==> src/rtl/uart_pkg.sv <==
// Shared encodings for the configurable UART transmitter: FSM states and parity modes.
package uart_pkg;

    typedef enum logic [2:0] {
        IDLE   = 3'd0,
        START  = 3'd1,
        DATA   = 3'd2,
        PARITY = 3'd3,
        STOP   = 3'd4
    } tx_state_e;

    localparam logic [1:0] PAR_NONE = 2'b00;
    localparam logic [1:0] PAR_EVEN = 2'b01;
    localparam logic [1:0] PAR_ODD  = 2'b10;

endpackage

==> src/rtl/uart_tx_fifo.sv <==
// Synchronous FIFO with a combinational head. Full/empty/count come from the registered count,
// so a pop never frees a slot for a write in the same cycle.
module uart_tx_fifo #(
    parameter int WIDTH = 8,
    parameter int DEPTH = 4
) (
    input  logic                     clk,
    input  logic                     rst,
    input  logic                     wr_en,
    input  logic [WIDTH-1:0]         wr_data,
    input  logic                     rd_en,
    output logic [WIDTH-1:0]         rd_data,
    output logic                     full,
    output logic                     empty,
    output logic [$clog2(DEPTH):0]   count
);

    localparam int AW = $clog2(DEPTH);
    localparam int CW = AW + 1;

    logic [WIDTH-1:0] mem_q [DEPTH];
    logic [AW-1:0]    wr_ptr_q, wr_ptr_d;
    logic [AW-1:0]    rd_ptr_q, rd_ptr_d;
    logic [CW-1:0]    count_q, count_d;
    logic             push, pop;

    assign full    = (count_q == CW'(DEPTH));
    assign empty   = (count_q == '0);
    assign push    = wr_en && !full;
    assign pop     = rd_en && !empty;
    assign rd_data = mem_q[rd_ptr_q];
    assign count   = count_q;

    always_comb begin
        wr_ptr_d = wr_ptr_q;
        rd_ptr_d = rd_ptr_q;
        count_d  = count_q;
        if (push) wr_ptr_d = wr_ptr_q + AW'(1);
        if (pop)  rd_ptr_d = rd_ptr_q + AW'(1);
        case ({push, pop})
            2'b10:   count_d = count_q + CW'(1);
            2'b01:   count_d = count_q - CW'(1);
            default: count_d = count_q;
        endcase
    end

    always_ff @(posedge clk) begin
        if (rst) begin
            wr_ptr_q <= '0;
            rd_ptr_q <= '0;
            count_q  <= '0;
        end else begin
            wr_ptr_q <= wr_ptr_d;
            rd_ptr_q <= rd_ptr_d;
            count_q  <= count_d;
        end
    end

    always_ff @(posedge clk) begin
        if (push) mem_q[wr_ptr_q] <= wr_data;
    end

endmodule

==> src/rtl/uart_tx_cfg.sv <==
// Configurable UART transmitter (5-9 data bits, none/even/odd parity, 1/2 stop bits) fed by a small FIFO.
// Optional line-break input is compiled in with UART_TX_BREAK_EN.
module uart_tx_cfg import uart_pkg::*; #(
    parameter int CLKS_PER_BIT = 54,
    parameter int DATA_BITS    = 8,
    parameter int FIFO_DEPTH   = 4
) (
    input  logic                          i_Clock,
    input  logic                          i_Reset,
    input  logic                          i_Tx_DV,
    input  logic [DATA_BITS-1:0]          i_Tx_Byte,
    output logic                          o_Tx_Ready,
    input  logic [1:0]                    i_Parity_Mode,
    input  logic                          i_Two_Stop,
`ifdef UART_TX_BREAK_EN
    input  logic                          i_Break,
`endif
    output logic                          o_Tx_Serial,
    output logic                          o_Tx_Active,
    output logic                          o_Tx_Done,
    output logic [$clog2(FIFO_DEPTH):0]   o_Fifo_Count,
    output logic [2:0]                    o_State
);

    localparam int CW = $clog2(CLKS_PER_BIT);
    localparam int IW = $clog2(DATA_BITS);
    localparam logic [CW-1:0] BAUD_LAST = CW'(CLKS_PER_BIT - 1);
    localparam logic [IW-1:0] BIT_LAST  = IW'(DATA_BITS - 1);

    tx_state_e            state_q, state_d;
    logic [CW-1:0]        baud_q, baud_d;
    logic [IW-1:0]        bit_idx_q, bit_idx_d;
    logic [DATA_BITS-1:0] shift_q, shift_d;
    logic                 par_en_q, par_en_d;
    logic                 par_bit_q, par_bit_d;
    logic                 two_stop_q, two_stop_d;
    logic                 stop2_q, stop2_d;
    logic                 brk_hold_q, brk_hold_d;
    logic                 serial_q, serial_d;
    logic                 active_q, active_d;
    logic                 done_q, done_d;

    logic                 fifo_pop, fifo_full, fifo_empty;
    logic [DATA_BITS-1:0] fifo_head;
    logic                 baud_done;
    logic                 break_req;

`ifdef UART_TX_BREAK_EN
    assign break_req = i_Break;
`else
    assign break_req = 1'b0;
`endif

    uart_tx_fifo #(.WIDTH(DATA_BITS), .DEPTH(FIFO_DEPTH)) u_fifo (
        .clk     (i_Clock),
        .rst     (i_Reset),
        .wr_en   (i_Tx_DV),
        .wr_data (i_Tx_Byte),
        .rd_en   (fifo_pop),
        .rd_data (fifo_head),
        .full    (fifo_full),
        .empty   (fifo_empty),
        .count   (o_Fifo_Count)
    );

    assign baud_done = (baud_q == BAUD_LAST);

    always_comb begin
        state_d    = state_q;
        baud_d     = baud_q;
        bit_idx_d  = bit_idx_q;
        shift_d    = shift_q;
        par_en_d   = par_en_q;
        par_bit_d  = par_bit_q;
        two_stop_d = two_stop_q;
        stop2_d    = stop2_q;
        brk_hold_d = brk_hold_q;
        fifo_pop   = 1'b0;
        done_d     = 1'b0;
        case (state_q)
            IDLE: begin
                // After a break, hold a full bit-time of mark before the next start bit.
                if (break_req) begin
                    brk_hold_d = 1'b1;
                    baud_d     = '0;
                end else if (brk_hold_q) begin
                    if (baud_done) begin
                        brk_hold_d = 1'b0;
                        baud_d     = '0;
                    end else begin
                        baud_d = baud_q + CW'(1);
                    end
                end else if (!fifo_empty) begin
                    fifo_pop   = 1'b1;
                    shift_d    = fifo_head;
                    par_en_d   = (i_Parity_Mode == PAR_EVEN) || (i_Parity_Mode == PAR_ODD);
                    par_bit_d  = (^fifo_head) ^ (i_Parity_Mode == PAR_ODD);
                    two_stop_d = i_Two_Stop;
                    baud_d     = '0;
                    bit_idx_d  = '0;
                    stop2_d    = 1'b0;
                    state_d    = START;
                end
            end
            START: begin
                if (baud_done) begin
                    baud_d  = '0;
                    state_d = DATA;
                end else begin
                    baud_d = baud_q + CW'(1);
                end
            end
            DATA: begin
                if (baud_done) begin
                    baud_d  = '0;
                    shift_d = shift_q >> 1;
                    if (bit_idx_q == BIT_LAST) begin
                        state_d = par_en_q ? PARITY : STOP;
                    end else begin
                        bit_idx_d = bit_idx_q + IW'(1);
                    end
                end else begin
                    baud_d = baud_q + CW'(1);
                end
            end
            PARITY: begin
                if (baud_done) begin
                    baud_d  = '0;
                    state_d = STOP;
                end else begin
                    baud_d = baud_q + CW'(1);
                end
            end
            STOP: begin
                if (baud_done) begin
                    baud_d = '0;
                    if (two_stop_q && !stop2_q) begin
                        stop2_d = 1'b1;
                    end else begin
                        state_d = IDLE;
                        done_d  = 1'b1;
                    end
                end else begin
                    baud_d = baud_q + CW'(1);
                end
            end
            default: state_d = IDLE;
        endcase

        // The line register follows the next state so line, Active and Done stay cycle-aligned.
        case (state_d)
            START:   serial_d = 1'b0;
            DATA:    serial_d = shift_d[0];
            PARITY:  serial_d = par_bit_q;
            STOP:    serial_d = 1'b1;
            default: serial_d = !(break_req && (state_q == IDLE));
        endcase
        active_d = (state_d != IDLE);
    end

    always_ff @(posedge i_Clock) begin
        if (i_Reset) begin
            state_q    <= IDLE;
            baud_q     <= '0;
            bit_idx_q  <= '0;
            shift_q    <= '0;
            par_en_q   <= 1'b0;
            par_bit_q  <= 1'b0;
            two_stop_q <= 1'b0;
            stop2_q    <= 1'b0;
            brk_hold_q <= 1'b0;
            serial_q   <= 1'b1;
            active_q   <= 1'b0;
            done_q     <= 1'b0;
        end else begin
            state_q    <= state_d;
            baud_q     <= baud_d;
            bit_idx_q  <= bit_idx_d;
            shift_q    <= shift_d;
            par_en_q   <= par_en_d;
            par_bit_q  <= par_bit_d;
            two_stop_q <= two_stop_d;
            stop2_q    <= stop2_d;
            brk_hold_q <= brk_hold_d;
            serial_q   <= serial_d;
            active_q   <= active_d;
            done_q     <= done_d;
        end
    end

    assign o_Tx_Ready  = !fifo_full;
    assign o_Tx_Serial = serial_q;
    assign o_Tx_Active = active_q;
    assign o_Tx_Done   = done_q;
    assign o_State     = state_q;

endmodule
==> config.mk <==
export PLATFORM = sky130hd
export DESIGN_NAME = uart_tx_cfg
export DESIGN_NICKNAME = d
export VERILOG_FILES = /design/src/rtl/uart_pkg.sv /design/src/rtl/uart_tx_fifo.sv /design/src/rtl/uart_tx_cfg.sv
export SDC_FILE = /design/constraint.sdc
export NUM_CORES = 1
export LEC_CHECK = 0
export ABC_AREA = 1
export BUFFER_PORTS_ARGS = -buffer_cell sky130_fd_sc_hd__buf_2
export CELL_PAD_IN_SITES_DETAIL_PLACEMENT = 1
export CELL_PAD_IN_SITES_GLOBAL_PLACEMENT = 2
export CORE_ASPECT_RATIO = 1.75
export CORE_MARGIN = 4
export CORE_UTILIZATION = 37
export DETAILED_ROUTE_END_ITERATION = 8
export PLACE_DENSITY_LB_ADDON = 0.1
export SLEW_MARGIN = 10
export SYNTH_ARGS = -nofsm -noshare
export SYNTH_HDL_FRONTEND = slang
export SYNTH_HIERARCHICAL = 1
export SYNTH_SLANG_ARGS = --single-unit
==> constraint.sdc <==
create_clock -name i_Clock -period 2.67 [get_ports i_Clock]
set_input_delay 0.4005 -clock i_Clock [delete_from_list [all_inputs] [get_ports i_Clock]]
set_output_delay 0.4005 -clock i_Clock [all_outputs]
set_load 0.01 [all_outputs]
After elaboration in Yosys (flattened, before gate mapping)
Memory sizes are Yosys's and may differ from the RTL's. A register that Yosys moved wholly into a read port is not among the register bits.
Cells that the tools add are included.
{ "op_classes": {"n_addsub": 6, "n_eq_ne": 21, "n_mux": 40, "bitwise_logic": 5, "reduce_logical": 22} }
{ "ops": {"columns": ["op", "n"], "rows": [
  ["2-to-1 mux 3 bit", 13],
  ["2-to-1 mux 8 bit", 3],
  ["2-to-1 mux 6 bit", 3],
  ["case mux 8 bit (2 select lines)", 1],
  ["case mux 3 bit (5 select lines)", 1],
  ["equality test 3 x 2 -> 1 bit, second input constant", 4],
  ["2-to-1 mux 1 bit", 12],
  ["!= test 2 bit, second input constant", 6],
  ["case mux 3 bit (2 select lines)", 2],
  ["case mux 6 bit (2 select lines)", 1],
  ["AND reduction 5 bit", 2],
  ["equality test 3 bit, second input constant", 3],
  ["nonzero test 2 bit", 4],
  ["parity 8 bit", 1],
  ["adder 3 x 1 -> 3 bit, second input constant", 2],
  ["adder 6 x 1 -> 6 bit, second input constant", 1],
  ["equality test 3 x 1 -> 1 bit, second input constant", 2],
  ["equality test 6 bit, second input constant", 1],
  ["logical NOT 3 bit", 2],
  ["adder 2 x 1 -> 2 bit, second input constant", 2],
  ["equality test 2 x 1 -> 1 bit, second input constant", 2],
  ["equality test 2 bit, second input constant", 2],
  ["2-to-1 mux 2 bit", 2],
  ["NOT 1 bit", 4],
  ["14 further kinds", 18]
]} }
{ "word_totals": {"register_bits": 35, "mem_bits_rw": 32, "inputBits": 14, "output_inout_bits": 10, "elab_cells": 111, "memories": 1} }
{ "mem_list": {"columns": ["memory", "words", "word_bits", "read_ports", "rd_ports_with_merged_regs", "write_ports", "line", "source"], "rows": [
  ["u_fifo.mem_q", 4, 8, 1, 1, 1, "uart_tx_fifo.sv:21", "logic [WIDTH-1:0] mem_q [DEPTH];"]
]} }

Longest topological paths before layout
Gate-level depths: netlist of run 1.
{ "depth": {"ltp_word": 7, "depth_mapped": 18, "mapped_depth_nobuf": 17} }

Cells and area by module
Netlist of run 1, hierarchy kept.
{ "by_module_without_submodules": {"columns": ["module", "n_inst", "cells_per_inst", "area_each_um2", "seq_area_each_um2"], "rows": [
  ["uart_tx_fifo", 1, 146, 1691.6, 1141.1],
  ["uart_tx_cfg", 1, 233, 1599.0, 560.5]
]} }

Least setup slack after synthesis of run 1
OpenSTA, ideal clock, no wires.
{ "synth_timing": {"path_type": "register to register", "start": "reg u_fifo.count_q[2] (netlist: u_fifo/count[2])", "end": "reg u_fifo.count_q[2] (netlist: u_fifo/count[2])", "setup_time_ns": 0.113, "t_arrival_ns": 2.201, "required_time_ns": 2.557, "slack_ns": 0.356, "path_stages_with_launch": 19, "path_buffers": 1, "synth_period_minus_slack_ns": 2.314, "cell_sequence": "dfxtp_1 -> inv_1 -> nand2_2 -> inv_1 -> nor2_1 -> inv_1 -> nor2_4 -> buf_4 -> nand2_1 -> inv_1 -> ha_1 -> inv_1 -> fa_1 -> inv_1 -> nand2_1 -> nand3_1 -> nand2_1 -> nand2_1 -> nor2_1"} }
{ "synth_via": {"elab_chain_cells": 7, "word_cells_on_any_way": 15, "cone_classes": "add/sub (2); eq/ne (3); mux (4); reduce/logical (6)"} }
{ "synth_lines": {"columns": ["element", "line", "source"], "rows": [
  ["start: declaration", "uart_tx_fifo.sv:24", "logic [CW-1:0] count_q, count_d;"],
  ["start signal: assignment", "uart_tx_fifo.sv:55", "count_q <= count_d;"],
  ["logical NOT 3 bit *", "uart_tx_fifo.sv:28", "assign empty = (count_q == '0);"],
  ["named net fifo_empty", "uart_tx_cfg.sv:43", "logic fifo_pop, fifo_full, fifo_empty;"],
  ["2-to-1 mux 1 bit *", "uart_tx_cfg.sv:93", "end else if (!fifo_empty) begin"],
  ["2-to-1 mux 1 bit *", "uart_tx_cfg.sv:86", "end else if (brk_hold_q) begin"],
  ["2-to-1 mux 1 bit *", "uart_tx_cfg.sv:80", "case (state_q)"],
  ["named net fifo_pop", "uart_tx_cfg.sv:43", null],
  ["logical AND 1 bit *", "uart_tx_fifo.sv:30", "assign pop = rd_en && !empty;"],
  ["named net u_fifo.pop", "uart_tx_fifo.sv:25", "logic push, pop;"],
  ["equality test 2 x 1 -> 1 bit or equality test 2 bit (tied branches)", "uart_tx_fifo.sv:40", "case ({push, pop})"],
  ["case mux 3 bit (2 select lines) or nonzero test 2 bit (tied branches)", null, null]
]} }
Mark *: on every way through the listed nets, which the timed path passes. The rest lies on a longest branch.
A chain may end at the register's enable or synchronous reset.

Worst setup path in the final report of run 1
{ "layout_timing": {"start": "reg u_fifo.count_q[2] (netlist: u_fifo/count[2])", "end": "reg u_fifo.count_q[2] (netlist: u_fifo/count[2])"} }
{ "layout_via": {"elab_chain_cells": 7, "word_cells_on_any_way": 15, "cone_classes": "add/sub (2); eq/ne (3); mux (4); reduce/logical (6)"} }
{ "layout_lines": {"columns": ["element", "line"], "rows": [
  ["logical NOT 3 bit *", "uart_tx_fifo.sv:28"],
  ["named net fifo_empty", "uart_tx_cfg.sv:43"],
  ["2-to-1 mux 1 bit", "uart_tx_cfg.sv:93"],
  ["2-to-1 mux 1 bit", "uart_tx_cfg.sv:86"],
  ["2-to-1 mux 1 bit", "uart_tx_cfg.sv:80"],
  ["logical AND 1 bit *", "uart_tx_fifo.sv:30"],
  ["named net u_fifo.pop", "uart_tx_fifo.sv:25"],
  ["equality test 2 x 1 -> 1 bit or equality test 2 bit (tied branches)", "uart_tx_fifo.sv:40"],
  ["case mux 3 bit (2 select lines) or nonzero test 2 bit (tied branches)", null]
]} }
Marks and branches as above.

==> run_results.csv, run 1 <==
group,metric,value,unit
outcome,outcome,"complete, no violations",
clocking,holdBufCountCts,0,
detailed_routing,wl_per_cell,14.1,um
power,power-per-cell-area,1080,nW/um^2
die,fp.dieArea,10500,um^2
worst_hold_path,min_from,"i_Tx_Byte[3]",
sta,fmax,439,MHz
setup_path,cp_data_required_time,2900,ps
detailed_routing,drtPass1Iterations,3,
cells_and_area,nNetsFinal,435,
sta,period_share,85.3,%
die,die_height,133,um
cells_and_area,layout-drive-gt1-share,16.4,%
clocking,cts_repair_resize_count,0,
global_routing,grt_antenna_before_repair,0,
place,gp_routability_congestion,0.754,
power,power.static_leakage,1.61,nW
logic_synthesis,mappedNetlistArea,3290,um^2
clocking,cts.reportedPaths.clkPinSlew,50,ps
global_routing,total_grt_overflow,0,
global_routing,globalRouteTotalUtil,15.1,%
worst_hold_path,min-delay-path-class,"in -> reg",
logic_synthesis,netlist_top_cells_count,"80 x sky130_fd_sc_hd__nand2_1, 47 x sky130_fd_sc_hd__inv_1, 43 x sky130_fd_sc_hd__nor2_1",
logic_synthesis,ys.flop_type,"sky130_fd_sc_hd__dfxtp_1",
sta,tns,0,ps
setup_path,path_class,"reg -> reg",
global_routing,vias_in_the_first_global_route,2612,
logic_synthesis,synth_area_leader_cell,"sky130_fd_sc_hd__edfxtp_1",
sta,finClkSkew,5.99,ps
logic_synthesis,synthesis.instances,379,
setup_path,worstSetupStartpointType,"flop",
clocking,ctsHtreeMaxLevel,3,
sta,final_hold_viol_count,0,
clocking,numCtsBuffers,9,
logic_synthesis,synth-seq-area-share,51.7,%
power,irDropWorstVdd,0.000547,V
logic_synthesis,synth.most_common_cell,"sky130_fd_sc_hd__nand2_1",
logic_synthesis,synth_async_sr_flop_share,0,%
logic_synthesis,area_share_of_the_leading_cell_type_in_the_synthesized_netlist,29.2,%
flow_run,max_cap_viol_count,0,
cells_and_area,postLayoutCoreUtil,43.9,%
global_routing,maximum_number_of_pins_on_one_net_before_global_route_repair,20,
setup_path,critPathMaxFanout,4,
setup_path,worstSetupEndpointType,"flop",
logic_synthesis,synth_seq_cells,69,
clocking,cts_setup_buffers,0,
detailed_routing,number_of_routed_nets_with_antenna_violations,0,
global_routing,grt_first_pass_wirelength,12.1,mm
logic_synthesis,synthesized_area_per_cell,8.68,um^2
logic_synthesis,yosys-top-cells-area,"sky130_fd_sc_hd__edfxtp_1 29%, sky130_fd_sc_hd__dfxtp_1 23%, sky130_fd_sc_hd__nand2_1 9.1%",
detailed_routing,drc_errors,0,
logic_synthesis,synth.net_count,404,
sta,final.min_clock_period,2280,ps
detailed_routing,detailedRoute.firstIterationViolations,62,
detailed_routing,vias_per_cell,4.78,
logic_synthesis,synth.lib_cells_used.distinct,33,
place,place_hpwl,5.87,mm
sta,rsz0062_at_grt,"false",
die,ios,24,
setup_path,crit-reg2reg-launch,"u_fifo/count[2]",
setup_path,setup.worst_path.start,"u_fifo/count[2]",
die,die_w,79.3,um
sta,timing.max_slew.rel_slack,45.5,%
place,portBuffers,23,
clocking,clock_insertion_delay_worst_skew,330,ps
sta,setup_viol_count_final,0,
clocking,cts_max_path_buffers,2,
setup_path,worst-endpoint-arrival,2500,ps
clocking,numClockSinks,69,
sta,worstMarginPinSlew,815,ps
cells_and_area,antenna_cells_inserted,0,
clocking,tritoncts_clock_tree,"yes",
logic_synthesis,synth_edf_count,32,
logic_synthesis,synth-warning-count,6,
die,core-area,8670,um^2
detailed_routing,routed-via-count,2538,
clocking,cts_root_buf,"sky130_fd_sc_hd__clkbuf_16",
sta,timing_max_transition_violations_final,0,
die,floorplan.initialDensity,38.0,%
detailed_routing,routed_wl,7.50,mm
die,number_of_rows_created_at_floorplan,45,
cells_and_area,syn_to_final_growth,15.6,%
[critical path, cell delays in order (launching register included)]
cell and delay [ps]:
sky130_fd_sc_hd__dfxtp_1 360, sky130_fd_sc_hd__inv_1 90, sky130_fd_sc_hd__nand2_2 100, sky130_fd_sc_hd__inv_1 60, sky130_fd_sc_hd__nor2_1 200, sky130_fd_sc_hd__inv_1 130, sky130_fd_sc_hd__nor2_4 120, sky130_fd_sc_hd__nand2_1 70
sky130_fd_sc_hd__inv_1 70, sky130_fd_sc_hd__ha_1 170, sky130_fd_sc_hd__inv_1 70, sky130_fd_sc_hd__fa_1 380, sky130_fd_sc_hd__inv_1 70, sky130_fd_sc_hd__nand2_1 50, sky130_fd_sc_hd__nand3_1 80, sky130_fd_sc_hd__nand2_1 60
sky130_fd_sc_hd__nand2_1 50, sky130_fd_sc_hd__nor2_1 30
[placed cells by master (no fill, tap or decap), types with 2 or more instances in the layout]
cell and n:
sky130_fd_sc_hd__nand2_1 80, sky130_fd_sc_hd__inv_1 47, sky130_fd_sc_hd__nor2_1 43, sky130_fd_sc_hd__dfxtp_1 37, sky130_fd_sc_hd__edfxtp_1 32, sky130_fd_sc_hd__buf_2 23, sky130_fd_sc_hd__o21ai_0 22, sky130_fd_sc_hd__nand3_1 21
sky130_fd_sc_hd__a21oi_1 21, sky130_fd_sc_hd__ha_1 10, sky130_fd_sc_hd__nand2_2 9, sky130_fd_sc_hd__clkbuf_16 9, sky130_fd_sc_hd__o22ai_1 8, sky130_fd_sc_hd__inv_2 6, sky130_fd_sc_hd__a32oi_1 6, sky130_fd_sc_hd__nor2_4 4
sky130_fd_sc_hd__nor3_1 4, sky130_fd_sc_hd__nor2_2 3, sky130_fd_sc_hd__clkinv_1 3, sky130_fd_sc_hd__buf_4 3, sky130_fd_sc_hd__o21ai_2 3, sky130_fd_sc_hd__nand2_4 2, sky130_fd_sc_hd__xor2_1 2, sky130_fd_sc_hd__nand3b_1 2
sky130_fd_sc_hd__o21a_1 2, sky130_fd_sc_hd__xnor2_1 2, sky130_fd_sc_hd__clkinv_2 2
[power breakdown]
group / internal, mW / switching (mW)
clock: 0.706 / 0.416
sequential: 1.31 / 0.112
combinational: 0.521 / 1.04
[state kept, by name (all words and copies together) (netlist names), named ones only]
register and count:
two_stop_q 1, par_bit_q 1, o_State 3, stop2_q 1, o_Tx_Done 1, bit_idx_q 3, u_fifo/mem_q 32, u_fifo/rd_ptr_q 2
brk_hold_q 1, o_Tx_Serial 1, shift_q 8, par_en_q 1, baud_q 6, u_fifo/count 3, o_Tx_Active 1, u_fifo/wr_ptr_q 2
[cell type report]
type	count	area (um^2)
clock buffers	9	225
clock inverters	6	55.1
fillers	1065	4870
inverters	54	203
multi-input cells	250	1330
flip-flops and latches	69	1700
well taps	117	146
repair buffers	26	138
[kinds of logic after synthesis]
kind of cell | synth area share (%)
AO/OA/AOI/OAI | 12.1
XOR/XNOR | 1.06
adder cells (fa/ha/maj) | 4.41
buffers and inverters | 7.76
flip-flops | 51.7
AND/OR/NAND/NOR | 23.0
[path summary, 6_finish.rpt]
path | endpoint | slack, ps | cells past startpoint
setup / recovery | u_fifo/count[2] | 390 | 17
hold / removal | u_fifo/mem_q[2][3] | 280 | 1
setup reg to reg | u_fifo/count[2] | 390 | 17
hold reg to reg | shift_q[1] | 460 | 2
[metrics by stage]
stage	total power, mW	cells	setup slack (ps)	hold slack (ps)	cell area [um^2]
2_1_floorplan	2.61	379	356	441	3290
3_3_place_gp	3.01	516	530	451	3520
3_5_place_dp	3.04	516	393	457	3520
4_1_cts	4.19	531	371	269	3800
5_1_grt	4.43	531	104	276	3800
6_report	4.11	531	393	279	3800
[routing by layer]
layer / up-vias / share of wire (%) / track usage [%] / routed length [um]
li1: 1307 / - / - / -
met1: 1204 / 37 / 13.8 / 2740
met2: 19 / 59 / 30.2 / 4440
met3: 8 / 2.7 / 3.88 / 200
met4: 0 / 1.6 / 6.02 / 121
met5: - / 0 / 0 / 0
Power figures use the tool's default switching activity.
==> run 2: changes to the inputs <==
--- a/config.mk
+++ b/config.mk
@@ -9,7 +9,6 @@
 export BUFFER_PORTS_ARGS = -buffer_cell sky130_fd_sc_hd__buf_2
 export CELL_PAD_IN_SITES_DETAIL_PLACEMENT = 1
 export CELL_PAD_IN_SITES_GLOBAL_PLACEMENT = 2
-export CORE_ASPECT_RATIO = 1.75
 export CORE_MARGIN = 4
 export CORE_UTILIZATION = 37
 export DETAILED_ROUTE_END_ITERATION = 8
==> constraint.sdc (replaced) <==
create_clock -name i_Clock -period 2.67 [get_ports i_Clock]
set_input_delay 0.4005 -clock i_Clock [delete_from_list [all_inputs] [get_ports i_Clock]]
set_output_delay 0.4005 -clock i_Clock [all_outputs]
set_load 0.02 [all_outputs]
==> run 2 against run 1 <==
Via count up 1.1%; count of clock-buffer cells in the layout unchanged; first-iteration DRC count up 29%; sequential power about the same; sequential share of layout area up 0.75 points; global-route usage up 0.86 points; critical path depth unchanged; critical path type unchanged.
==> run_results.csv, run 2 (synthesis gave the netlist of run 1 again) <==
group,metric,value,unit
outcome,outcome,"complete, no violations",
clocking,clock_insertion_delay_worst_skew,350,ps
die,number_of_rows_created_at_floorplan,34,
global_routing,globalRouteTotalUtil,16.0,%
power,switch_share,40.6,%
cells_and_area,antenna_cells_inserted,0,
power,irDropWorstVdd,0.000526,V
die,die_height,102,um
detailed_routing,drtPass1Iterations,4,
cells_and_area,layout-drive-gt1-share,17.3,%
cells_and_area,nNetsFinal,435,
global_routing,grt_first_pass_wirelength,12.9,mm
power,switching_power,1.62,mW
cells_and_area,reg.largest.list,"u_fifo/mem_q: 32 flops, shift_q: 8 flops, baud_q: 6 flops",
detailed_routing,vias_per_cell,4.91,
die,fp.dieArea,10500,um^2
cells_and_area,highest_count_cells_in_the_layout_ignoring_fill_and_taps,"80 x sky130_fd_sc_hd__nand2_1, 47 x sky130_fd_sc_hd__inv_1, 42 x sky130_fd_sc_hd__nor2_1",
flow_run,max_cap_viol_count,0,
power,seq_power_share,36.2,%
cells_and_area,final_common_cell,"sky130_fd_sc_hd__nand2_1",
worst_hold_path,min-delay-path-class,"in -> reg",
clocking,tritoncts_clock_tree,"yes",
clocking,cts_max_path_buffers,2,
detailed_routing,number_of_routed_nets_with_antenna_violations,0,
global_routing,maximum_number_of_pins_on_one_net_before_global_route_repair,21,
setup_path,worstSetupEndpointType,"flop",
cells_and_area,largest_register,"u_fifo/mem_q",
setup_path,path_class,"reg -> reg",
setup_path,critPathMaxFanout,4,
sta,period_share,83.5,%
sta,timing_max_transition_violations_final,0,
cells_and_area,multiInputGateArea,1340,um^2
clocking,cts_setup_buffers,0,
sta,tns,0,ps
sta,final.min_clock_period,2230,ps
setup_path,worst-endpoint-arrival,2480,ps
die,core-area,8680,um^2
sta,final_hold_viol_count,0,
clocking,numCtsBuffers,9,
die,floorplan.initialDensity,37.9,%
die,ios,24,
cells_and_area,num-fill-cells,1047,
global_routing,grt_antenna_before_repair,0,
sta,worstMarginPinSlew,816,ps
place,gp_routability_congestion,0.786,
detailed_routing,detailedRoute.firstIterationViolations,80,
sta,timing.max_slew.rel_slack,45.4,%
clocking,cts.reportedPaths.clkPinSlew,80,ps
detailed_routing,routed_wl,7.61,mm
detailed_routing,routed-via-count,2566,
clocking,numClockSinks,69,
sta,setup_viol_count_final,0,
global_routing,total_grt_overflow,0,
power,power-per-cell-area,1070,nW/um^2
clocking,ctsHtreeMaxLevel,3,
power,power.static_leakage,1.59,nW
place,place_hpwl,5.47,mm
setup_path,setup.worst_path.start,"u_fifo/count[2]",
cells_and_area,register_area,1700,um^2
power,share_comb_of_total_power,39.1,%
sta,rsz0062_at_grt,"false",
die,die_w,102,um
sta,finClkSkew,14.2,ps
cells_and_area,syn_to_final_growth,13.7,%
setup_path,crit-reg2reg-launch,"u_fifo/count[2]",
setup_path,cp_data_required_time,2920,ps
global_routing,vias_in_the_first_global_route,2674,
setup_path,worstSetupStartpointType,"flop",
power,clkPwrFrac,24.7,%
detailed_routing,drc_errors,0,
sta,fmax,448,MHz
cells_and_area,postLayoutCoreUtil,43.1,%
clocking,cts_root_buf,"sky130_fd_sc_hd__clkbuf_8",
cells_and_area,largest_register_ffs,32,
worst_hold_path,min_from,"i_Tx_Byte[0]",
detailed_routing,wl_per_cell,14.5,um
power,p_int,2.37,mW
power,total_power,3.99,mW
place,portBuffers,23,
run 2: layout make-up:
type | count | share of cell area, %
clock buffer | 9 | 3.31
inverter | 54 | 5.42
clock inverter | 7 | 2.74
multi-input combinational | 250 | 35.7
tap | 108 | 3.61
sequential | 69 | 45.5
timing repair buffer | 26 | 3.68
run 2: critical path, cell delays in order (launching register included):
cell	delay, ps
sky130_fd_sc_hd__dfxtp_1	370
sky130_fd_sc_hd__inv_1	90
sky130_fd_sc_hd__nand2_2	100
sky130_fd_sc_hd__inv_1	70
sky130_fd_sc_hd__nor2_2	140
sky130_fd_sc_hd__inv_1	110
sky130_fd_sc_hd__nor2_4	120
sky130_fd_sc_hd__nand2_1	70
sky130_fd_sc_hd__inv_1	90
sky130_fd_sc_hd__ha_1	160
sky130_fd_sc_hd__inv_1	70
sky130_fd_sc_hd__fa_1	380
sky130_fd_sc_hd__inv_1	70
sky130_fd_sc_hd__nand2_1	50
sky130_fd_sc_hd__nand3_1	90
sky130_fd_sc_hd__nand2_1	60
sky130_fd_sc_hd__nand2_1	60
sky130_fd_sc_hd__nor2_1	40
run 2: worst paths after layout:
check,endpoint,depth (start not counted),slack (ps)
worst max-delay path,u_fifo/count[2],17,440
worst min-delay path,u_fifo/mem_q[0][0],1,260
worst max register to register,u_fifo/count[2],17,440
worst min register to register,shift_q[7],2,470
run 2: per-stage QoR:
step | instance area [um^2] | setup WS (ps) | hold WS, ps | instances
floorplan | 3290 | 262 | 441 | 379
global placement | 3510 | 497 | 453 | 507
detailed placement | 3510 | 371 | 460 | 507
CTS | 3740 | 333 | 242 | 523
global route | 3740 | 103 | 245 | 523
finish | 3740 | 439 | 262 | 523
run 2: timing repair:
action,in CTS,in global routing
gates resized for setup,0,1
endpoints found under the setup margin,0,1
hold buffers,0,0
run 2: routing by layer:
layer	GRT usage [%]	wire length, um	vias to the layer above
met5	0	0	-
met4	4.54	80	0
met3	3.82	232	7
met2	27.1	3760	30
met1	20.4	3530	1223
li1	-	-	1306
run 2: power by group through the flow:
stage / Combinational, mW / Clock [mW] / Sequential, mW
detailed placement: 1.58 / 0 / 1.47
finish: 1.56 / 0.984 / 1.44
global route: 1.83 / 1.07 / 1.47
global placement: 1.55 / 0 / 1.46
CTS: 1.59 / 1.02 / 1.45
floorplan: 1.16 / 0 / 1.48
